==> src/rtl/emesh_pkg.sv <==
// Shared definitions for the eMesh FIFO arbiter: packet layout, class encodings and helpers.
package emesh_pkg;

    // Packet layout {write, datamode[1:0], ctrlmode[3:0], dstaddr, srcaddr, data}, write at MSB
    localparam int PW           = 103;
    localparam int DATA_LSB     = 0;
    localparam int DATA_W       = 32;
    localparam int SRCADDR_LSB  = 32;
    localparam int SRCADDR_W    = 32;
    localparam int DSTADDR_LSB  = 64;
    localparam int DSTADDR_W    = 32;
    localparam int CTRLMODE_LSB = 96;
    localparam int CTRLMODE_W   = 4;
    localparam int DATAMODE_LSB = 100;
    localparam int DATAMODE_W   = 2;
    localparam int WRITE_BIT    = 102;

    // Transaction class of a packet; the values double as bit positions in grant vectors
    typedef enum logic [1:0] {
        CLS_WR = 2'd0,
        CLS_RQ = 2'd1,
        CLS_RR = 2'd2
    } cls_e;

    function automatic logic pkt_is_write(input logic [PW-1:0] pkt);
        return pkt[WRITE_BIT];
    endfunction

endpackage

==> src/rtl/emesh_fifo_arbiter_if.sv <==
// Bundle of the three FWFT FIFO heads and the merged eMesh master port.
interface emesh_fifo_arbiter_if;
    import emesh_pkg::*;

    logic          emwr_empty;
    logic [PW-1:0] emwr_packet;
    logic          emwr_rd_en;
    logic          emrq_empty;
    logic [PW-1:0] emrq_packet;
    logic          emrq_rd_en;
    logic          emrr_empty;
    logic [PW-1:0] emrr_packet;
    logic          emrr_rd_en;
    logic          emesh_access;
    logic [PW-1:0] emesh_packet;
    logic          emesh_wr_wait;
    logic          emesh_rd_wait;

    // Arbiter side: pops the FIFOs and drives the merged port
    modport master (
        input  emwr_empty, emwr_packet,
        input  emrq_empty, emrq_packet,
        input  emrr_empty, emrr_packet,
        input  emesh_wr_wait, emesh_rd_wait,
        output emwr_rd_en, emrq_rd_en, emrr_rd_en,
        output emesh_access, emesh_packet
    );

    // Environment side: FIFOs and downstream consumer
    modport slave (
        output emwr_empty, emwr_packet,
        output emrq_empty, emrq_packet,
        output emrr_empty, emrr_packet,
        output emesh_wr_wait, emesh_rd_wait,
        input  emwr_rd_en, emrq_rd_en, emrr_rd_en,
        input  emesh_access, emesh_packet
    );

endinterface

==> src/rtl/emesh_arb_grant.sv <==
// Combinational grant picker: read responses first (unless their burst is used up),
// then round-robin between writes and read requests. Output is one-hot or zero.
module emesh_arb_grant
    import emesh_pkg::*;
(
    input  logic [2:0] elig_i,
    input  cls_e       rr_ptr_i,
    input  logic       burst_at_max_i,
    output logic [2:0] grant_o
);

    logic other_pending;

    assign other_pending = elig_i[CLS_WR] | elig_i[CLS_RQ];

    // Pick one eligible class; a capped response burst yields only if someone else is waiting
    always_comb begin
        grant_o = 3'b000;
        if (elig_i[CLS_RR] && !(burst_at_max_i && other_pending)) begin
            grant_o[CLS_RR] = 1'b1;
        end else if (elig_i[CLS_WR] && elig_i[CLS_RQ]) begin
            if (rr_ptr_i == CLS_RQ) begin
                grant_o[CLS_RQ] = 1'b1;
            end else begin
                grant_o[CLS_WR] = 1'b1;
            end
        end else if (elig_i[CLS_WR]) begin
            grant_o[CLS_WR] = 1'b1;
        end else if (elig_i[CLS_RQ]) begin
            grant_o[CLS_RQ] = 1'b1;
        end
    end

endmodule

==> src/rtl/emesh_fifo_arbiter.sv <==
// Merges the write, read-request and read-response FIFOs onto one registered eMesh port.
module emesh_fifo_arbiter
    import emesh_pkg::*;
#(
    parameter int MAX_BURST = 4
)
(
    input  logic                 clk,
    input  logic                 nreset,
    input  logic                 arb_en,
    emesh_fifo_arbiter_if.master bus
);

    localparam logic [3:0] BURST_LIMIT = 4'(MAX_BURST);

    logic          access_q,    access_d;
    logic [PW-1:0] packet_q,    packet_d;
    cls_e          out_cls_q,   out_cls_d;
    cls_e          rr_ptr_q,    rr_ptr_d;
    logic [3:0]    burst_cnt_q, burst_cnt_d;

    logic       out_blocked;
    logic       done;
    logic       free;
    logic       burst_at_max;
    logic [2:0] elig;
    logic [2:0] grant_raw;
    logic [2:0] grant;

    // The held packet is stalled only by the wait line of its own class
    assign out_blocked = (out_cls_q == CLS_RQ) ? bus.emesh_rd_wait : bus.emesh_wr_wait;
    assign done        = access_q & ~out_blocked;
    assign free        = ~access_q | done;

    assign elig = {arb_en & ~bus.emrr_empty & ~bus.emesh_wr_wait,
                   arb_en & ~bus.emrq_empty & ~bus.emesh_rd_wait,
                   arb_en & ~bus.emwr_empty & ~bus.emesh_wr_wait};

    assign burst_at_max = (burst_cnt_q == BURST_LIMIT);

    emesh_arb_grant u_grant (
        .elig_i         (elig),
        .rr_ptr_i       (rr_ptr_q),
        .burst_at_max_i (burst_at_max),
        .grant_o        (grant_raw)
    );

    // Grants only land on a free port, and nothing is popped while in reset
    assign grant = (free && nreset) ? grant_raw : 3'b000;

    assign bus.emwr_rd_en   = grant[CLS_WR];
    assign bus.emrq_rd_en   = grant[CLS_RQ];
    assign bus.emrr_rd_en   = grant[CLS_RR];
    assign bus.emesh_access = access_q;
    assign bus.emesh_packet = packet_q;

    // Next-state: capture the granted head, retire a finished packet, steer pointer and burst count
    always_comb begin
        access_d    = access_q;
        packet_d    = packet_q;
        out_cls_d   = out_cls_q;
        rr_ptr_d    = rr_ptr_q;
        burst_cnt_d = burst_cnt_q;
        if (grant[CLS_RR]) begin
            access_d  = 1'b1;
            packet_d  = bus.emrr_packet;
            out_cls_d = CLS_RR;
            if (burst_cnt_q < BURST_LIMIT) begin
                burst_cnt_d = burst_cnt_q + 4'd1;
            end
        end else if (grant[CLS_WR]) begin
            access_d    = 1'b1;
            packet_d    = bus.emwr_packet;
            out_cls_d   = CLS_WR;
            rr_ptr_d    = CLS_RQ;
            burst_cnt_d = 4'd0;
        end else if (grant[CLS_RQ]) begin
            access_d    = 1'b1;
            packet_d    = bus.emrq_packet;
            out_cls_d   = CLS_RQ;
            rr_ptr_d    = CLS_WR;
            burst_cnt_d = 4'd0;
        end else begin
            if (done) begin
                access_d = 1'b0;
            end
            if (!elig[CLS_WR] && !elig[CLS_RQ]) begin
                burst_cnt_d = 4'd0;
            end
        end
    end

    // State register with synchronous active-low reset; a held packet is dropped on reset
    always_ff @(posedge clk) begin
        if (!nreset) begin
            access_q    <= 1'b0;
            packet_q    <= '0;
            out_cls_q   <= CLS_WR;
            rr_ptr_q    <= CLS_WR;
            burst_cnt_q <= 4'd0;
        end else begin
            access_q    <= access_d;
            packet_q    <= packet_d;
            out_cls_q   <= out_cls_d;
            rr_ptr_q    <= rr_ptr_d;
            burst_cnt_q <= burst_cnt_d;
        end
    end

endmodule
==> src/flat_wrapper.sv <==
// flat-port wrapper written by rule: the top's interface ports become plain ports
module emesh_fifo_arbiter_flat import emesh_pkg::*;
#(
    parameter int MAX_BURST = 4
)
  (clk, nreset, arb_en, bus_emwr_empty, bus_emwr_packet, bus_emrq_empty, bus_emrq_packet, bus_emrr_empty, bus_emrr_packet, bus_emesh_wr_wait, bus_emesh_rd_wait, bus_emwr_rd_en, bus_emrq_rd_en, bus_emrr_rd_en, bus_emesh_access, bus_emesh_packet);
  emesh_fifo_arbiter_if bus_i ();
  input  logic clk;
  input  logic nreset;
  input  logic arb_en;
  input wire logic [$bits(bus_i.emwr_empty)-1:0] bus_emwr_empty;
  input wire logic [$bits(bus_i.emwr_packet)-1:0] bus_emwr_packet;
  input wire logic [$bits(bus_i.emrq_empty)-1:0] bus_emrq_empty;
  input wire logic [$bits(bus_i.emrq_packet)-1:0] bus_emrq_packet;
  input wire logic [$bits(bus_i.emrr_empty)-1:0] bus_emrr_empty;
  input wire logic [$bits(bus_i.emrr_packet)-1:0] bus_emrr_packet;
  input wire logic [$bits(bus_i.emesh_wr_wait)-1:0] bus_emesh_wr_wait;
  input wire logic [$bits(bus_i.emesh_rd_wait)-1:0] bus_emesh_rd_wait;
  output wire logic [$bits(bus_i.emwr_rd_en)-1:0] bus_emwr_rd_en;
  output wire logic [$bits(bus_i.emrq_rd_en)-1:0] bus_emrq_rd_en;
  output wire logic [$bits(bus_i.emrr_rd_en)-1:0] bus_emrr_rd_en;
  output wire logic [$bits(bus_i.emesh_access)-1:0] bus_emesh_access;
  output wire logic [$bits(bus_i.emesh_packet)-1:0] bus_emesh_packet;
  assign bus_i.emwr_empty = bus_emwr_empty;
  assign bus_i.emwr_packet = bus_emwr_packet;
  assign bus_i.emrq_empty = bus_emrq_empty;
  assign bus_i.emrq_packet = bus_emrq_packet;
  assign bus_i.emrr_empty = bus_emrr_empty;
  assign bus_i.emrr_packet = bus_emrr_packet;
  assign bus_i.emesh_wr_wait = bus_emesh_wr_wait;
  assign bus_i.emesh_rd_wait = bus_emesh_rd_wait;
  assign bus_emwr_rd_en = bus_i.emwr_rd_en;
  assign bus_emrq_rd_en = bus_i.emrq_rd_en;
  assign bus_emrr_rd_en = bus_i.emrr_rd_en;
  assign bus_emesh_access = bus_i.emesh_access;
  assign bus_emesh_packet = bus_i.emesh_packet;
  emesh_fifo_arbiter #(.MAX_BURST(MAX_BURST)) u_core (.clk(clk), .nreset(nreset), .arb_en(arb_en), .bus(bus_i));
endmodule
==> config.mk <==
export PLATFORM = sky130hd
export DESIGN_NAME = emesh_fifo_arbiter_flat
export DESIGN_NICKNAME = d
export VERILOG_FILES = /design/src/rtl/emesh_pkg.sv /design/src/rtl/emesh_fifo_arbiter_if.sv /design/src/rtl/emesh_arb_grant.sv /design/src/rtl/emesh_fifo_arbiter.sv /design/src/flat_wrapper.sv
export SDC_FILE = /design/constraint.sdc
export NUM_CORES = 1
export LEC_CHECK = 0
export ABC_CLOCK_PERIOD_IN_PS = 2300
export BUFFER_PORTS_ARGS = -buffer_cell sky130_fd_sc_hd__buf_2
export CORE_AREA = 5 5 161 163
export CTS_CLUSTER_DIAMETER = 200
export DETAILED_ROUTE_END_ITERATION = 8
export DIE_AREA = 0 0 166 168
export MAX_ROUTING_LAYER = met4
export PLACE_DENSITY_LB_ADDON = 0.12
export SKIP_CTS_REPAIR_TIMING = 1
export SLEW_MARGIN = 10
export SYNTH_ARGS = -nofsm -noshare
export SYNTH_HDL_FRONTEND = slang
export SYNTH_SLANG_ARGS = --single-unit
==> constraint.sdc <==
create_clock -name clk -period 2.3 [get_ports clk]
set_clock_uncertainty 0.05 [all_clocks]
set_input_delay 0.23 -clock clk [delete_from_list [all_inputs] [get_ports clk]]
set_output_delay 0.23 -clock clk [all_outputs]
set_load 0.01 [all_outputs]
==> flow_summary_export.csv <==
group,metric,value,unit
synth,synthesis.yosys.warnings,0,
critical_path,worstSetupEndpointType,"output pin",
place,port-buffer-count,423,
timing,timing.final.max_slew_violations,0,
layout,finish.cell_count_without_fillers,1491,
cts,clk_path_buf_depth,2,
cts,numCtsBuffers,9,
layout,layout_commonest_cell,"sky130_fd_sc_hd__buf_2",
synth,netlist_area,0.00625,sq mm
timing,final-hold-violation-count,0,
timing,maximum_clock_rate,451,MHz
synth,synth-edff-count,0,
worst_hold_path,worstHoldPathType,"input pin to flop",
place,placed_cells_incl_taps,1467,
cts,worst_skew_pair.late_latency,350,ps
synth,synth-compound-area-share,0.324,
cts,total_clock_sinks,111,
layout,commonest_cells_after_routing_fill_and_taps_aside,"422 x sky130_fd_sc_hd__buf_2, 109 x sky130_fd_sc_hd__dfxtp_1, 103 x sky130_fd_sc_hd__nand3_1",
layout,layout-area-overhead-vs-synth,47.5,%
synth,synth-seq-cells,111,
synth,synth_top_family_by_area,"compound AO/OA/AOI/OAI gates",
global_route,grt_start_max_net_pins,64,
critical_path,worst-setup-path-type,"flop to output pin",
critical_path,critical_path_arrival,1940,ps
synth,synth.area.mux_share,0.0817,
synth,synth-main-ff-cell,"sky130_fd_sc_hd__dfxtp_1",
die,core_region_area,0.0242,sq mm
routing,route.vias.total,7366,
synth,async_reset_ff_frac,0,
routing,drt_first_iter_violations,421,
global_route,first_global_vias,7468,
routing,wl_per_cell,19.8,um
routing,drt-vias-per-instance,4.94,
timing,grt_setup_unrepaired,"false",
routing,wirelength,29500,um
power_and_ir_drop,static-leakage-power,4.10,nW
power_and_ir_drop,max-vdd-ir-drop,0.000285,V
status,outcome,"finished clean",
synth,synth_cells,768,
layout,design.final.nets,1479,
timing,maxSlewHeadroom,0.249,
critical_path,worst_path_required_time,2020,ps
timing,period_needed,2220,ps
cts,clk_pin_slew_worst_paths,80,ps
power_and_ir_drop,power_density,548,mW/mm^2
routing,detailedRoute.firstPassIterationCount,4,
synth,ys_seq_area_frac,0.355,
synth,syn_avg_cell_area,8.14,sq um
synth,synth-xor-area-share,0,
die,rows,57,
job,maxCapViolations,0,
global_route,groute.usage.overall,0.198,
timing,final_setup_violation_count,0,
critical_path,start_kind,"flop",
routing,drt_drc_violations_left,0,
synth,synthDistinctLibCells,39,
die,die_y,168,um
die,fp.dieArea,0.0279,sq mm
die,io_pins,424,
die,initial_utilization,0.259,
layout,post_route_cells_drive_above_1_share,0.441,
cts,htreeDepth,3,
global_route,globalRouteOverflowTotal,0,
timing,tightest_slew,1130,ps
place,detailed_place_hpwl,21200,um
global_route,first_pass_grt_wire_length,43300,um
power_and_ir_drop,power.total,5.05,mW
synth,syn-num-nets,1087,
timing,final.period_utilization,0.964,
die,die_x,166,um
cts,clock_tree.root_cell,"sky130_fd_sc_hd__clkbuf_16",
routing,antenna_violating_nets_post_route,0,
synth,synthSimpleGateAreaFrac,0.138,
layout,finalCoreUtilization,0.381,
cts,cts_tree,"done",
global_route,number_of_antenna_violations_at_the_first_check_in_global_routing,2,
synth,adder_cell_area_share_of_the_yosys_netlist,0.00400,
place,gpl.final_weighted_congestion,0.834,
critical_path,crit_path_max_fanout,5,
==> path summary, 6_finish.rpt <==
check | start | endpoint | slack [ps] | cells past startpoint
max | u_core.burst_cnt_q[0]$_SDFFE_PN0P_ | bus_emwr_rd_en | 80 | 6
min | bus_emrr_packet[47] | u_core.bus.emesh_packet[47]$_SDFFE_PN0P_ | 40 | 3
min reg2reg | u_core.burst_cnt_q[1]$_SDFFE_PN0P_ | u_core.burst_cnt_q[1]$_SDFFE_PN0P_ | 460 | 1
max reg2reg | u_core.burst_cnt_q[0]$_SDFFE_PN0P_ | u_core.bus.emesh_packet[80]$_SDFFE_PN0P_ | 170 | 8
==> sequential cells by signal, indices dropped and copies added (netlist names) <==
name	flops
u_core.burst_cnt_q	4
u_core.rr_ptr_q	1
u_core.out_cls_q	2
u_core.bus.emesh_packet	103
u_core.bus.emesh_access	1
==> layout make-up <==
type                    instances  area, sq um
diodes                          2         5.00
clock buffers                   9          225
clock inverters                 7          100
fillers                      2605        15000
inverters                      53          199
multi-input cells             520         3490
flip-flops and latches        111         2220
well taps                     324          405
repair buffers                465         2560
==> layer usage <==
layer | track usage | vias to the layer above | share of wire
met4 | 0.0420 | 0 | 0.0091
li1 | - | 3660 | -
met1 | 0.245 | 3403 | 0.44
met3 | 0.0485 | 14 | 0.067
met5 | - | - | 0
met2 | 0.330 | 289 | 0.49
==> kinds of logic after synthesis <==
logic type                 after synthesis
adders and majority gates                2
and+or+nand+nor                        180
buffers and inverters                  139
muxes                                   51
DFF                                    111
AOI/OAI and AO/OA                      285
==> power breakdown <==
part           leakage, nW  internal (mW)  switching (mW)
sequential           0.910           2.05          0.0651
clock                0.161          0.970           0.803
combinational         3.03          0.548           0.613
total                 4.10           3.57            1.48
==> cell usage after synthesis, types with 2 or more instances <==
cell type	number	area, sq um
sky130_fd_sc_hd__clkbuf_1	54	203
sky130_fd_sc_hd__buf_4	13	97.6
sky130_fd_sc_hd__buf_2	17	85.1
sky130_fd_sc_hd__a21oi_1	56	280
sky130_fd_sc_hd__a32o_1	3	30.0
sky130_fd_sc_hd__o21ai_1	38	190
sky130_fd_sc_hd__nor4_1	2	12.5
sky130_fd_sc_hd__nor2b_1	3	18.8
sky130_fd_sc_hd__or3b_1	3	26.3
sky130_fd_sc_hd__nor2_1	58	218
sky130_fd_sc_hd__ha_1	2	25.0
sky130_fd_sc_hd__o221a_2	14	158
sky130_fd_sc_hd__o221a_1	40	450
sky130_fd_sc_hd__o221ai_1	50	438
sky130_fd_sc_hd__nor3b_1	2	15.0
sky130_fd_sc_hd__o211a_1	2	20.0
sky130_fd_sc_hd__buf_6	2	22.5
sky130_fd_sc_hd__o21ai_0	72	360
sky130_fd_sc_hd__mux2i_1	51	510
sky130_fd_sc_hd__inv_1	53	199
sky130_fd_sc_hd__nand2_1	3	11.3
sky130_fd_sc_hd__dfxtp_1	111	2220
sky130_fd_sc_hd__nand3_1	103	515
==> worst max-delay path, cell delays in order (launching register included) <==
cell,delay (ps)
sky130_fd_sc_hd__dfxtp_2,350
sky130_fd_sc_hd__inv_1,40
sky130_fd_sc_hd__ha_1,180
sky130_fd_sc_hd__and3b_2,290
sky130_fd_sc_hd__o311a_4,420
sky130_fd_sc_hd__and2_1,160
sky130_fd_sc_hd__buf_2,130
==> stage by stage <==
| step | hold WS (ps) | cell area (sq um) | worst slack [ps] | TNS, ps |
|---|---|---|---|---|
| final | 38.8 | 9220 | 83.8 | 0 |
| after global routing | 43.4 | 9220 | 1.40 | 0 |
| after CTS | 21.1 | 9130 | -137 | -137 |
| after detailed placement | 410 | 8800 | 30.3 | 0 |
| after global placement | 406 | 8800 | 31.2 | 0 |
| after floorplan | 320 | 6250 | 430 | 0 |
(Power assumes the default switching activity.)
